===== src/rtl/cmp32_bist_pkg.sv =====
// ---------------------------------------------------------------------------
// cmp32_bist_pkg
// Shared types and constants for the cmp32 BIST engine.
//   state_t      : BIST sequencer states (IDLE, RAND, DIR, DONE)
//   LFSR_MASK    : Galois feedback mask for x^32+x^22+x^2+x+1
//   DIR_A/DIR_B  : the four directed operand pairs, element 0 applied first
//   EQ_PERIOD    : every EQ_PERIOD-th random vector is forced to an equal pair
//   lfsr_step()  : one right-shift Galois step
// ---------------------------------------------------------------------------
package cmp32_bist_pkg;

    typedef enum logic [1:0] {
        ST_IDLE = 2'd0,
        ST_RAND = 2'd1,
        ST_DIR  = 2'd2,
        ST_DONE = 2'd3
    } state_t;

    localparam logic [31:0] LFSR_MASK = 32'h8020_0003;

    // Packed as {pair3, pair2, pair1, pair0}.
    localparam logic [3:0][31:0] DIR_A = {32'h0000_0000, 32'hFFFF_FFFF,
                                          32'h0000_0000, 32'hFFFF_FFFF};
    localparam logic [3:0][31:0] DIR_B = {32'h0000_0000, 32'h0000_0000,
                                          32'hFFFF_FFFF, 32'hFFFF_FFFF};

    localparam int          EQ_PERIOD = 8;
    localparam logic [15:0] EQ_MASK   = 16'(EQ_PERIOD - 1);

    function automatic logic [31:0] lfsr_step(input logic [31:0] s);
        return {1'b0, s[31:1]} ^ (s[0] ? LFSR_MASK : 32'h0000_0000);
    endfunction

endpackage


===== src/rtl/cmp32_bist_lfsr32.sv =====
// ---------------------------------------------------------------------------
// lfsr32
// 32-bit Galois LFSR (mask from cmp32_bist_pkg) with seed reload.
//   i_clk     : clock, rising edge
//   i_rst_aL  : asynchronous active-low reset, state returns to SEED
//   i_load    : reload SEED (has priority over i_step)
//   i_step    : advance one step
//   o_state   : current LFSR state
// ---------------------------------------------------------------------------
module lfsr32
    import cmp32_bist_pkg::*;
#(
    parameter logic [31:0] SEED = 32'h0000_0001
) (
    input  logic        i_clk,
    input  logic        i_rst_aL,
    input  logic        i_load,
    input  logic        i_step,
    output logic [31:0] o_state
);

    logic [31:0] r_state;

    always_ff @(posedge i_clk or negedge i_rst_aL) begin
        if (!i_rst_aL) begin
            r_state <= SEED;
        end else if (i_load) begin
            r_state <= SEED;
        end else if (i_step) begin
            r_state <= lfsr_step(r_state);
        end
    end

    assign o_state = r_state;

endmodule


===== src/rtl/cmp32_bist.sv =====
// ---------------------------------------------------------------------------
// cmp32_bist
// Built-in self-test engine for the 32-bit equality comparator cmp32.
// Applies NUM_RANDOM LFSR vectors then four directed corner vectors, checks
// the comparator result every cycle against (dut_a == dut_b), counts results.
//
// Ports:
//   clk, rst_aL          : clock (rising edge), async active-low reset
//   start                : run request, sampled only in IDLE or DONE
//   busy, done, pass     : status (done is a level until the next start)
//   dut_a, dut_b         : registered operands to the comparator
//   dut_y                : comparator result, combinational from dut_a/dut_b
//   pass_cnt, fail_cnt   : per-run match / mismatch counts
//   fail_a/b/y/idx       : first-mismatch capture (only with
//                          CMP32_BIST_FAIL_CAPTURE_EN defined)
//   dbg_state            : current sequencer state (state_t encoding)
//
// Handshake: start is a level sampled on the rising edge; it is acted on only
// when the sequencer is IDLE or DONE and ignored while busy. There is no
// back-pressure on dut_y: it is checked at the edge closing each busy cycle.
// ---------------------------------------------------------------------------
module cmp32_bist
    import cmp32_bist_pkg::*;
#(
    parameter int          NUM_RANDOM = 1000,
    parameter logic [31:0] SEED_A     = 32'hACE1_2468,
    parameter logic [31:0] SEED_B     = 32'h1357_9BDF
) (
    input  logic        clk,
    input  logic        rst_aL,
    input  logic        start,
    output logic        busy,
    output logic        done,
    output logic        pass,
    output logic [31:0] dut_a,
    output logic [31:0] dut_b,
    input  logic        dut_y,
    output logic [15:0] pass_cnt,
    output logic [15:0] fail_cnt,
`ifdef CMP32_BIST_FAIL_CAPTURE_EN
    output logic [31:0] fail_a,
    output logic [31:0] fail_b,
    output logic        fail_y,
    output logic [15:0] fail_idx,
`endif
    output logic [1:0]  dbg_state
);

    localparam logic [15:0] LP_LAST_RAND = 16'(NUM_RANDOM - 1);

    state_t      r_state;
    state_t      w_state_next;
    logic [15:0] r_idx;       // global vector index of the vector on dut_a/b
    logic [1:0]  r_dir;       // which directed pair is currently presented
    logic [15:0] r_pass_cnt;
    logic [15:0] r_fail_cnt;
    logic [31:0] r_dut_a;
    logic [31:0] r_dut_b;

    logic        w_start_ok;
    logic        w_active;
    logic        w_last_rand;
    logic        w_last_dir;
    logic        w_match;
    logic [15:0] w_idx_next;
    logic        w_eq_next;
    logic [1:0]  w_dir_next;
    logic [31:0] w_lfsr_a;
    logic [31:0] w_lfsr_b;
    logic [31:0] w_lfsr_a_next;
    logic [31:0] w_lfsr_b_next;

    assign w_start_ok  = start && ((r_state == ST_IDLE) || (r_state == ST_DONE));
    assign w_active    = (r_state == ST_RAND) || (r_state == ST_DIR);
    assign w_last_rand = (r_state == ST_RAND) && (r_idx == LP_LAST_RAND);
    assign w_last_dir  = (r_state == ST_DIR) && (r_dir == 2'd3);
    assign w_match     = (dut_y == (r_dut_a == r_dut_b));
    assign w_idx_next  = r_idx + 16'd1;
    // Index of the vector about to be loaded decides the forced-equal pair.
    assign w_eq_next   = ((w_idx_next & EQ_MASK) == EQ_MASK);
    assign w_dir_next  = r_dir + 2'd1;

    // The LFSRs hold the value for the vector currently presented; the
    // registered operands are loaded from one step ahead.
    lfsr32 #(.SEED(SEED_A)) u_lfsr_a (
        .i_clk    (clk),
        .i_rst_aL (rst_aL),
        .i_load   (w_start_ok),
        .i_step   (r_state == ST_RAND),
        .o_state  (w_lfsr_a)
    );

    lfsr32 #(.SEED(SEED_B)) u_lfsr_b (
        .i_clk    (clk),
        .i_rst_aL (rst_aL),
        .i_load   (w_start_ok),
        .i_step   (r_state == ST_RAND),
        .o_state  (w_lfsr_b)
    );

    assign w_lfsr_a_next = lfsr_step(w_lfsr_a);
    assign w_lfsr_b_next = lfsr_step(w_lfsr_b);

    // -------------------------------------------------------------------
    // Sequencer
    // -------------------------------------------------------------------
    always_ff @(posedge clk or negedge rst_aL) begin
        if (!rst_aL) begin
            r_state <= ST_IDLE;
        end else begin
            r_state <= w_state_next;
        end
    end

    always_comb begin
        w_state_next = r_state;
        case (r_state)
            ST_IDLE, ST_DONE: if (start)       w_state_next = ST_RAND;
            ST_RAND:          if (w_last_rand) w_state_next = ST_DIR;
            ST_DIR:           if (w_last_dir)  w_state_next = ST_DONE;
            default:                           w_state_next = ST_IDLE;
        endcase
    end

    // -------------------------------------------------------------------
    // Operand generation and result counting
    // -------------------------------------------------------------------
    always_ff @(posedge clk or negedge rst_aL) begin
        if (!rst_aL) begin
            r_idx      <= 16'd0;
            r_dir      <= 2'd0;
            r_pass_cnt <= 16'd0;
            r_fail_cnt <= 16'd0;
            r_dut_a    <= 32'd0;
            r_dut_b    <= 32'd0;
        end else if (w_start_ok) begin
            // Vector 0 is the seed pair itself (index 0 is never forced equal).
            r_idx      <= 16'd0;
            r_dir      <= 2'd0;
            r_pass_cnt <= 16'd0;
            r_fail_cnt <= 16'd0;
            r_dut_a    <= SEED_A;
            r_dut_b    <= SEED_B;
        end else if (w_active) begin
            if (w_match) r_pass_cnt <= r_pass_cnt + 16'd1;
            else         r_fail_cnt <= r_fail_cnt + 16'd1;

            if (r_state == ST_RAND) begin
                r_idx <= w_idx_next;
                if (w_last_rand) begin
                    r_dir   <= 2'd0;
                    r_dut_a <= DIR_A[0];
                    r_dut_b <= DIR_B[0];
                end else begin
                    r_dut_a <= w_lfsr_a_next;
                    r_dut_b <= w_eq_next ? w_lfsr_a_next : w_lfsr_b_next;
                end
            end else if (!w_last_dir) begin
                // After the last directed pair, operands hold for DONE.
                r_idx   <= w_idx_next;
                r_dir   <= w_dir_next;
                r_dut_a <= DIR_A[w_dir_next];
                r_dut_b <= DIR_B[w_dir_next];
            end
        end
    end

`ifdef CMP32_BIST_FAIL_CAPTURE_EN
    logic [31:0] r_fail_a;
    logic [31:0] r_fail_b;
    logic        r_fail_y;
    logic [15:0] r_fail_idx;

    // A zero fail count means no mismatch has been captured yet this run.
    always_ff @(posedge clk or negedge rst_aL) begin
        if (!rst_aL) begin
            r_fail_a   <= 32'd0;
            r_fail_b   <= 32'd0;
            r_fail_y   <= 1'b0;
            r_fail_idx <= 16'd0;
        end else if (w_start_ok) begin
            r_fail_a   <= 32'd0;
            r_fail_b   <= 32'd0;
            r_fail_y   <= 1'b0;
            r_fail_idx <= 16'd0;
        end else if (w_active && !w_match && (r_fail_cnt == 16'd0)) begin
            r_fail_a   <= r_dut_a;
            r_fail_b   <= r_dut_b;
            r_fail_y   <= dut_y;
            r_fail_idx <= r_idx;
        end
    end

    assign fail_a   = r_fail_a;
    assign fail_b   = r_fail_b;
    assign fail_y   = r_fail_y;
    assign fail_idx = r_fail_idx;
`endif

    assign busy      = w_active;
    assign done      = (r_state == ST_DONE);
    assign pass      = done && (r_fail_cnt == 16'd0);
    assign dut_a     = r_dut_a;
    assign dut_b     = r_dut_b;
    assign pass_cnt  = r_pass_cnt;
    assign fail_cnt  = r_fail_cnt;
    assign dbg_state = r_state;

endmodule


===== config.mk =====
export PLATFORM = sky130hd
export DESIGN_NAME = cmp32_bist
export DESIGN_NICKNAME = d
export VERILOG_FILES = /design/src/rtl/cmp32_bist_pkg.sv /design/src/rtl/cmp32_bist_lfsr32.sv /design/src/rtl/cmp32_bist.sv
export SDC_FILE = /design/constraint.sdc
export NUM_CORES = 1
export LEC_CHECK = 0
export CORE_ASPECT_RATIO = 1.1
export CORE_MARGIN = 1
export CORE_UTILIZATION = 60
export DETAILED_ROUTE_END_ITERATION = 16
export PLACE_DENSITY = 0.82
export SYNTH_ARGS = -nofsm -noshare
export SYNTH_HDL_FRONTEND = slang
export SYNTH_SLANG_ARGS = --single-unit

===== constraint.sdc =====
create_clock -name clk -period 7.05 [get_ports clk]
set_input_delay 1.41 -clock clk [delete_from_list [all_inputs] [get_ports clk]]
set_output_delay 1.41 -clock clk [all_outputs]
set_load 0.01 [all_outputs]

## After elaboration in Yosys (flattened, before gate mapping)

Index checks and enable logic that the tools add are counted.

| storage, ports and cells | value |
|---|---|
| bits in registers | 180 |
| logic and storage cells | 87 |
| input bits | 4 |
| output and inout port bits | 101 |

| cells by class | value |
|---|---|
| add/subtract/negate cells | 4 |
| equality and inequality tests | 14 |
| bitwise logic cells | 2 |
| multiplexer cells | 40 |
| $lt $le $gt $ge | 1 |
| reduce and logical (&&, ||, !) cells | 17 |

Operators by type and width:

| cell | number |
|---|---|
| 32-bit 2-to-1 mux | 19 |
| 16-bit 2-to-1 mux | 10 |
| 32-bit binary-select mux with 2-bit select | 2 |
| 31-bit by 32-bit XOR with 32-bit output | 2 |
| 16-bit by 1-bit adder with 16-bit output, second input constant | 3 |
| 32-bit == test | 1 |
| 16-bit by 10-bit == test with 1-bit output, second input constant | 1 |
| 16-bit zero test | 1 |
| 2-bit 2-to-1 mux | 8 |
| 2-bit == test, second input constant | 3 |
| 2-bit inequality test, second input constant | 3 |
| 2-bit case mux with 3 select lines | 1 |
| 2-bit AND reduction | 3 |
| 3-bit AND reduction | 2 |
| 2-bit nonzero test | 3 |
| 1-bit logical AND | 4 |
| 3-bit == test, second input constant | 1 |
| 2-bit by 3-bit < comparator with 1-bit output, second input constant | 1 |
| 3-bit by 1-bit inequality test with 1-bit output, second input constant | 1 |
| 3-bit by 2-bit inequality test with 1-bit output, second input constant | 1 |
| 2-bit by 1-bit adder with 2-bit output, second input constant | 1 |
| 2-bit by 1-bit == test with 1-bit output, second input constant | 1 |
| 2-bit zero test | 1 |
| 1-bit logical OR | 2 |
| 3 further kinds | 3 |

## Longest topological paths before layout

| depth | value |
|---|---|
| word-level depth | 7 |
| depth in mapped cells | 11 |
| depth with buffers taken out | 9 |

## By module

A second synthesis with hierarchy kept.

| unflattened totals | value |
|---|---|
| cells, all modules | 981 |
| area total of the unflattened synthesis | 9317.7 um2 |

By module, submodules not included:

| module | cells each | sequential area each (um2) | instances | area an instance (um2) |
|---|---|---|---|---|
| cmp32_bist | 767 | 2902.8 | 1 | 6580.1 |
| lfsr32 (u_lfsr_a) | 107 | 817.0 | 1 | 1373.8 |
| lfsr32 (u_lfsr_b) | 107 | 825.8 | 1 | 1363.8 |

## Worst setup path after synthesis

Ideal clock, no wire load.

| timing path | value |
|---|---|
| path type | reg-to-output |
| from | reg r_state[0], in the netlist dbg_state[0] |
| to | out busy |
| buffers on the path | 3 |
| data arrival time | 1.619 ns |
| stages on the path, launching flop included | 7 |
| data required time | 5.640 ns |
| path slack | 4.021 ns |
| cell sequence | dfrtp_1 -> inv_1 -> ha_1 -> clkbuf_1 -> inv_1 -> clkbuf_1 -> clkbuf_1 |

| between the ends | value |
|---|---|
| word-level cells in the longest chain between the ends | 2 |
| elaborated cells on any way between the ends | 3 |
| classes of those cells | eq/ne: 2; reduce/logical: 1 |

Ends and longest elaborated chain:

| what | RTL line | text |
|---|---|---|
| start, declared | cmp32_bist.sv:51 | `state_t r_state;` |
| start signal, assigned | cmp32_bist.sv:111 | `r_state <= w_state_next;` |
| 2-bit by 1-bit == test with 1-bit output or 2-bit == test (tied branches) | cmp32_bist.sv:74 | `assign w_active = (r_state == ST_RAND) \|\| (r_state == ST_DIR);` |
| 1-bit logical OR * | cmp32_bist.sv:74 |  |
| end, declared | cmp32_bist.sv:32 | `output logic busy,` |

Mark *: on every way between the ends. The rest lies on a longest branch, timed or not.

## Worst setup path in the final report

Ends and elaborated chain as after synthesis.

==> impl_metrics.tcl <==
set metrics [dict create \
    antenna_found_initial 0 \
    routabilityCongestion 0.8311 \
    period_share 0.5515 \
    tightest_slew_ps 1202 \
    cap_violations 0 \
    synth_xor_area_frac 0.05350 \
    worstPathCellList "inv_1, ha_1, inv_1, clkdlybuf4s50_1" \
    synth_top_cell_by_area "dfrtp_1" \
    cp.arrival_ps 2480 \
    wl_per_cell_um 18.96 \
    worst_path_most_repeated_cell "inv_1" \
    port_buffers 104 \
    postCtsSetupRepairBufs 0 \
    final_hold_viol_count 0 \
    cp_data_required_time_ps 5640 \
    period_needed_ps 3888 \
    irDropWorstVdd_mv 0.2882 \
    hpwl_mm 14.38 \
    die_w_um 117.7 \
    max_stage_delay_ps 660 \
    die-area_um2 15220 \
    grt_overflow 0 \
    fillers 1072 \
    viasPerCell 6.092 \
    async_flop_share 1.000 \
    synth_common_cells "nand2_1 (165), dfrtp_1 (147), nor2_1 (97)" \
    yosysMostFrequentCell "nand2_1" \
    powerDensity_nw_per_um2 499.3 \
    drc 0 \
    rsz0062_at_grt "false" \
    netlist_area_um2 8840 \
    core-area_um2 14390 \
    syn_nets 930 \
    synth_compound_area_frac 0.1113 \
    synth_top_family_by_area "simple AND/OR/NAND/NOR gates" \
    grt_use_total 0.3078 \
    cts_tree "yes" \
    slew_violations 0 \
    critPathLaunchType "flip-flop" \
    grt_pass1_vias 6912 \
    setup_viol 0 \
    crit_slowest_cell "clkdlybuf4s50_1" \
    drt-initial-drc-count 702 \
    power.leakage_nw 4.665 \
    status "complete, no violations" \
    area_growth_pct 19.84 \
    synth_cell_type_count 52 \
    clk_pin_slew_ps 60 \
    ys.flop_type "dfrtp_1" \
    synthTopCellsByArea "dfrtp_1 (42%), dfstp_2 (9.8%), mux2i_1 (7.5%)" \
    wl_mm 22.81 \
    final_nets 1012 \
    fin_skew_ps 9.808 \
    synth-adder-area-share 0.01415 \
    drtAntennaViolNets 0 \
    worstSetupPathType "reg -> out" \
    grt_max_degree 77 \
    ys_warn_count 0 \
    grt_pass1_wl_mm 36.31 \
    synthMuxAreaShare 0.07728 \
    rows 46 \
    postSynthAreaPerCell_um2 9.650 \
    synth.top_cell.area_share 0.4161 \
    cts_buffer_depth 2 \
    regArea_um2 4546 \
    ys_seq_area_frac 0.5142 \
    worstHoldPathType "reg -> reg" \
    start_util 0.6143 \
    htree_levels 4 \
    path_max_fanout 20 \
    end_kind "primary output" \
    drive_above_1_share 0.08704 \
    die_h_um 129.3 \
    synthCells 916 \
    clock.fmax_mhz 257.2 \
    clock_sinks 180 \
    first_pass_iters 5 \
    multi_input_area_um2 4056 \
    finalPower_mw 5.289 \
    via_count 7329 \
    cts_resized 0 \
    ctsHoldBuffers 0 \
    clock_latency_ps 430 \
    fin_tns_setup_ps 0 \
    cts_root_buffer "clkbuf_16" \
    cts-buffers-inserted 17 \
    synth_edf_count 0 \
    slew_headroom 0.1956 \
    ys_ff_latch 180 \
    synthSimpleGateAreaFrac 0.1984 \
    n_antenna_cell 0 \
    pin_count 105 \
]
## cells in the final DEF (no fill, tap or decap), types with 3 or more instances in the layout
| cell type | netlist | routed |
|---|---|---|
| nor4b_1 | 4 | 4 |
| o211ai_1 | 11 | 11 |
| nor2_1 | 97 | 97 |
| mux2i_1 | 66 | 66 |
| a21o_1 | 3 | 3 |
| or3_1 | 3 | 3 |
| a21oi_1 | 13 | 13 |
| and3_1 | 9 | 9 |
| and2_1 | 6 | 5 |
| clkinv_2 | 0 | 4 |
| a311o_1 | 3 | 3 |
| nor4_1 | 15 | 15 |
| nand3_1 | 50 | 50 |
| dfstp_2 | 33 | 33 |
| a22oi_1 | 4 | 4 |
| or4_1 | 4 | 4 |
| a31oi_1 | 3 | 3 |
| xnor2_1 | 10 | 10 |
| nor3_1 | 10 | 10 |
| o21ai_1 | 3 | 4 |
| clkbuf_1 | 43 | 7 |
| o21ai_0 | 46 | 44 |
| o41ai_1 | 4 | 3 |
| nand2_1 | 165 | 165 |
| nand2b_1 | 3 | 3 |
| xor2_1 | 44 | 44 |
| clkbuf_16 | 0 | 17 |
| buf_4 | 2 | 17 |
| ha_1 | 10 | 9 |
| inv_1 | 12 | 12 |
| clkdlybuf4s50_1 | 0 | 103 |
| a211o_1 | 3 | 3 |
| a22o_1 | 33 | 33 |
| nor2b_1 | 6 | 6 |
| nand4_1 | 12 | 12 |
| dfrtp_1 | 147 | 147 |
| o31ai_1 | 6 | 5 |
## where the power goes
part	switching [mW]	internal [mW]	total [mW]
logic	1.40	1.09	2.48
clock network	0.384	0.503	0.887
registers	0.426	1.49	1.92
## worst max-delay path, delay by kind of cell, from the launching register on
kind / cells / cell delay [ps]
buf+inv: 3 / 1250
flops: 1 / 490
fa+ha+maj: 1 / 310
## cells by family after synthesis
kind of cell	after synthesis
AOI/OAI and AO/OA	142
adders and majority gates	10
and+or+nand+nor	392
buffers and inverters	70
DFF	180
xor gates and xnor gates	54
muxes	68
## path summary, 6_finish.rpt
kind | start | endpoint | slack, ps | cells past startpoint
min reg2reg | pass_cnt[4] | pass_cnt[4] | 500 | 1
max reg2reg | dbg_state[1] | r_idx[13] | 3380 | 11
min in group asynchronous | rst_aL | r_idx[7] | 960 | 1
max in group asynchronous | rst_aL | dut_b[14] | 4880 | 2
min | pass_cnt[4] | pass_cnt[4] | 500 | 1
max | dbg_state[0] | busy | 3160 | 4
## per-layer routing
layer | share of wire | up-vias | routed length, um | track usage
li1 | - | 3349 | - | -
met1 | 0.42 | 3580 | 9474 | 0.4042
met3 | 0.070 | 58 | 1601 | 0.04798
met5 | 0 | - | 0 | 0
met4 | 0.034 | 0 | 765 | 0.1471
met2 | 0.48 | 342 | 10970 | 0.5066
## registers in the layout, summed over array words and instances, names as in the netlist
name and cells:
dbg_state 2, dut_a 32, dut_b 32, fail_cnt 16, pass_cnt 16, r_dir 2, r_idx 16, u_lfsr_a.o_state 32
u_lfsr_b.o_state 32
## metrics by stage
stage | setup WS (ps) | std cells | instance area [um2] | util | hold slack, ps
after global routing | 3044 | 1203 | 10590 | 0.7363 | 545.8
after global placement | 3111 | 1171 | 10060 | 0.6990 | 486.1
after detailed placement | 3041 | 1171 | 10060 | 0.6990 | 500.8
after floorplan | 4021 | 916 | 8840 | - | 472.0
after CTS | 3134 | 1203 | 10590 | 0.7363 | 509.0
final | 3162 | 1203 | 10590 | 0.7363 | 502.3
## final cells by class
class,instances,area share
inverter,12,0.004252
sequential,180,0.4291
clock inverter,6,0.005433
multi-input combinational,666,0.3829
timing repair buffer,121,0.1104
tap,192,0.02268
clock buffer,26,0.04523
Note: power is estimated with default switching activity, not from simulation.
==> RTL change 1: new RTL, same flow settings <==
Compare `r_idx` against `LP_LAST_RAND` with >= in place of ==.
--- a/src/rtl/cmp32_bist.sv
+++ b/src/rtl/cmp32_bist.sv
@@ -72,7 +72,7 @@
 
     assign w_start_ok  = start && ((r_state == ST_IDLE) || (r_state == ST_DONE));
     assign w_active    = (r_state == ST_RAND) || (r_state == ST_DIR);
-    assign w_last_rand = (r_state == ST_RAND) && (r_idx == LP_LAST_RAND);
+    assign w_last_rand = (r_state == ST_RAND) && (r_idx >= LP_LAST_RAND);
     assign w_last_dir  = (r_state == ST_DIR) && (r_dir == 2'd3);
     assign w_match     = (dut_y == (r_dut_a == r_dut_b));
     assign w_idx_next  = r_idx + 16'd1;
Formal check against the unedited RTL: same outputs for any inputs over 4 cycles, from zero or initial values and one cycle with rst_aL low; that may be too few to reach the edited logic, so the function may still have changed.
==> RTL change 1 against the unedited design <==
  * Setup slack worse by 0.27 ns
  * Sequential cell count stayed put
  * Area after synthesis is 1.0% lower
  * Cell area is 0.79% lower
  * Register-to-register slack better by 0.46 ns
  * Final cell count is 2.0% lower
  * Routed wire length is 2.9% higher
  * Power is 0.39% higher
==> RTL change 1: results (changes against the unedited design) <==
stage;metric;value;unit;change
synth;synth_compound_area_share;11.35;%;+0.23 points
setup_path;regToRegSetupSlack;3.84;ns;+0.46 ns
synth;yosys-top-cells-count;nand2_1 (175), dfrtp_1 (147), nor2_1 (90), mux2i_1 (68), o21ai_0 (47);;
setup_path;crit_family;buffers and inverters;;
setup_path;reg2regPathDepth;7;;-4
grt;grt_pass1_vias;6855;;-0.82%
setup_path;r2r_end;fail_cnt[6];;
clocking;insertion_delay;0.43;ns;about the same
setup_path;path_max_fanout;29;;+45%
grt;grt_start_max_net_pins;98;;+27%
synth;synth.area.mux_share;7.907;%;+0.18 points
synth;yosys_most_used_dff;dfrtp_1;;
hold_path;worstHoldEndpoint;pass_cnt[4];;
synth;synth_area_leaders;dfrtp_1 (42%), dfstp_2 (9.9%), mux2i_1 (7.8%), nand2_1 (7.5%), xor2_1 (4.3%);;
clocking;cts.clk_slew.worst_paths;0.07;ns;
synth;synthXorXnorAreaFrac;5.605;%;+0.25 points
power_and_ir_drop;leakagePower;4.555;nW;-2.4%
clocking;root_buffer;clkbuf_16;;
synth;seq_area_frac_synth;51.94;%;+0.52 points
finish;layout.nets;992;;-2.0%
grt;antenna_found_initial;0;;unchanged
synth;ys.warnings.count;0;;unchanged
grt;grt_pass1_wl;37200;um;+2.4%
synth;synth_cell_type_count;53;;+1.9%
clocking;postCtsSetupBuffers;0;;unchanged
finish;final_common_cell;nand2_1;;
detailed_routing;route.final.wire_length;23470;um;+2.9%
synth;synth_fp_nets;910;;-2.2%
finish;drive_gt1_share;8.779;%;+0.075 points
clocking;cts_buffer_depth;2;;unchanged
clocking;cts-resized-gates;0;;unchanged
power_and_ir_drop;peakVddDrop;0.0002765;V;-4.1%
status;status;finished clean;;
placement;dp_hpwl;15260;um;+6.1%
synth;yosys.area_share.adder;1.430;%;+0.014 points
placement;io_buffers;104;;unchanged
setup_path;worstPathArrival;2.75;ns;+0.27 ns
hold_path;hp-class;flip-flop to flip-flop;;
sta;hold_ws;0.5270;ns;+0.02470 ns
grt;grt_usage;32.97;%;+2.2 points
sta;slew_headroom;17.21;%;-2.4 points
sta;clock_skew;0.008636;ns;-0.001173 ns
placement;dp_slack;3.329;ns;+0.2881 ns
synth;synthArstFlopShare;100.0;%;unchanged
setup_path;critical_path.max_stage_delay;0.65;ns;
clocking;htree_levels;4;;unchanged
detailed_routing;drtPass1Iterations;5;;unchanged
clocking;cts_buffers;17;;unchanged
hold_path;worstHoldPathCells;1;;unchanged
detailed_routing;drtIter0Drc;915;;+30%
detailed_routing;via_per_inst;6.275;;+3.0%
setup_path;r2r_start;dut_b[19];;
placement;place_congestion;0.9381;;+13%
finish;diodes;0;;unchanged
hold_path;hold_start;pass_cnt[4];;
-- RTL change 1: worst max path at each step --
| stage | from | endpoint | slack [ns] | cells after the start |
|---|---|---|---|---|
| final | dbg_state[0] | busy | 2.89 | 5 |
| after global routing | dbg_state[0] | busy | 2.79 | 5 |
| after CTS | dbg_state[0] | busy | 2.93 | 5 |
| after detailed placement | dut_y | fail_cnt[6] | 3.33 | 5 |
| after global placement | dut_y | fail_cnt[6] | 3.41 | 5 |
| after floorplan | dbg_state[0] | busy | 4.04 | 5 |
-- RTL change 1: report_power, final --
group | switching (mW) | internal, mW | leakage, nW
clock network | 0.401 | 0.523 | 0.260
registers | 0.445 | 1.48 | 2.22
logic | 1.41 | 1.05 | 2.08
total | 2.26 | 3.05 | 4.55
-- RTL change 1: stage by stage --
| stage | cell area (um^2) | cells | total power [mW] |
|---|---|---|---|
| 2_1_floorplan | 8751 | 896 | 3.292 |
| 3_3_place_gp | 9941 | 1147 | 4.260 |
| 3_5_place_dp | 9941 | 1147 | 4.334 |
| 4_1_cts | 10510 | 1179 | 5.278 |
| 5_1_grt | 10510 | 1179 | 5.606 |
| 6_report | 10510 | 1179 | 5.310 |
-- RTL change 1: cell type report --
cell class / count / area (um^2)
clock buffer: 21 / 440.4
timing repair buffer: 116 / 1132
tap: 188 / 235.2
inverter: 12 / 45.04
sequential: 180 / 4546
fill: 985 / 3510
multi-input combinational: 651 / 3983
clock inverter: 11 / 128.9
-- RTL change 1: routing by layer --
| metal | share of wire, % | track usage [%] | vias up |
|---|---|---|---|
| met2 | 47 | 49.62 | 420 |
| met3 | 8.3 | 6.218 | 62 |
| met4 | 3.4 | 14.00 | 0 |
| met5 | 0 | 0 | - |
| li1 | - | - | 3273 |
| met1 | 41 | 46.99 | 3643 |
==> RTL change 2: new RTL, config.mk and constraints unchanged <==
Made on the original files. Build with the macro `CMP32_BIST_FAIL_CAPTURE_EN` defined.
--- a/src/rtl/cmp32_bist.sv
+++ b/src/rtl/cmp32_bist.sv
@@ -19,6 +19,8 @@
 // when the sequencer is IDLE or DONE and ignored while busy. There is no
 // back-pressure on dut_y: it is checked at the edge closing each busy cycle.
 // ---------------------------------------------------------------------------
+`define CMP32_BIST_FAIL_CAPTURE_EN
+
 module cmp32_bist
     import cmp32_bist_pkg::*;
 #(
Behaviour (old outputs only; new: fail_a, fail_b, fail_idx and fail_y): unchanged (equiv_simple and equiv_induct, registers matched by name and starting in step).
==> RTL change 2 against the unedited design <==
  * First-iteration DRC count is 65% higher
  * Setup slack got worse by 0.67 ns
  * Clock power grew 76%
  * Routed wire length is 64% higher
  * Area after synthesis is 45% higher
  * Maximum frequency shrank 15%
  * Cell area increased by 48%
  * Global-route usage is 3.5 points higher
  * Non-clock buffer count grew 81
  * Sequential share of layout area down 1.1 points
  * Sequential cell count rose by 81
  * Power decreased by 32%
  * Largest cell class unchanged
==> RTL change 2: results (changes against the unedited design) <==
stage;metric;value;unit;change
synth;synth_cell_type_count;58;;+12%
hold_path;worstHoldEndpoint;r_dir[1];;
power_and_ir_drop;leakagePower;7.104;nW;+52%
detailed_routing;drtIter0Drc;1156;;+65%
detailed_routing;wl_met3;3279;um;+100%
setup_path;r2r_end;fail_cnt[12];;
grt;grtUsageMet2;52.71;%;+2.1 points
clocking;insertion_delay;0.54;ns;+0.11 ns
sta;hold_ws;0.5072;ns;+0.004888 ns
grt;grt_usage;34.24;%;+3.5 points
setup_path;critical_path.max_stage_delay;0.63;ns;-0.03 ns
finish;nNonClkBuffers;202;;+67%
setup_path;path_max_fanout;62;;+210%
finish;n_fill_cell;1470;;+37%
sta;clock_skew;0.02378;ns;+0.01397 ns
detailed_routing;wl_met2;17340;um;+58%
grt;grt_pass1_wl;59330;um;+63%
finish;num-clock-buffers;37;;+42%
placement;place_area;0.01473;mm^2;+46%
setup_path;worstPathArrival;3.15;ns;+0.67 ns
detailed_routing;drtPass1Iterations;7;;+2
synth;seq_area_frac_synth;51.25;%;-0.17 points
clocking;cts.sinks;261;;+45%
setup_path;reg2regPathDepth;6;;-5
sta;worst_slew_pin_slew;1.169;ns;-0.03355 ns
setup_path;r2r_start;dut_a[10];;
finish;num-multi-input-gates;986;;+48%
finish;clkCellAreaFrac;6.236;%;+1.2 points
status;status;finished clean;;
[RTL change 2: cell types whose count changed in the layout (fill, tap and decap cells not counted), moves of 8 or more]
| cell | before | now |
|---|---|---|
| a21oi_1 | 13 | 93 |
| clkbuf_16 | 17 | 27 |
| clkdlybuf4s50_1 | 103 | 184 |
| dfrtp_1 | 147 | 228 |
| nand3_1 | 50 | 138 |
| nand4_1 | 12 | 26 |
| nor2b_1 | 6 | 14 |
| o21ai_0 | 44 | 107 |
| o21ai_1 | 4 | 27 |
[RTL change 2: how the worst max path moves through the flow]
| stage | startpoint | to | slack (ns) | cells past startpoint |
|---|---|---|---|---|
| 3_5_place_dp | start | u_lfsr_b.o_state[14] | 2.97 | 4 |
| 2_1_floorplan | dbg_state[0] | busy | 4.00 | 6 |
| 3_3_place_gp | start | fail_y | 3.02 | 4 |
| 6_report | dbg_state[0] | busy | 2.49 | 5 |
| 4_1_cts | dbg_state[0] | busy | 2.54 | 5 |
| 5_1_grt | dbg_state[0] | busy | 2.39 | 5 |
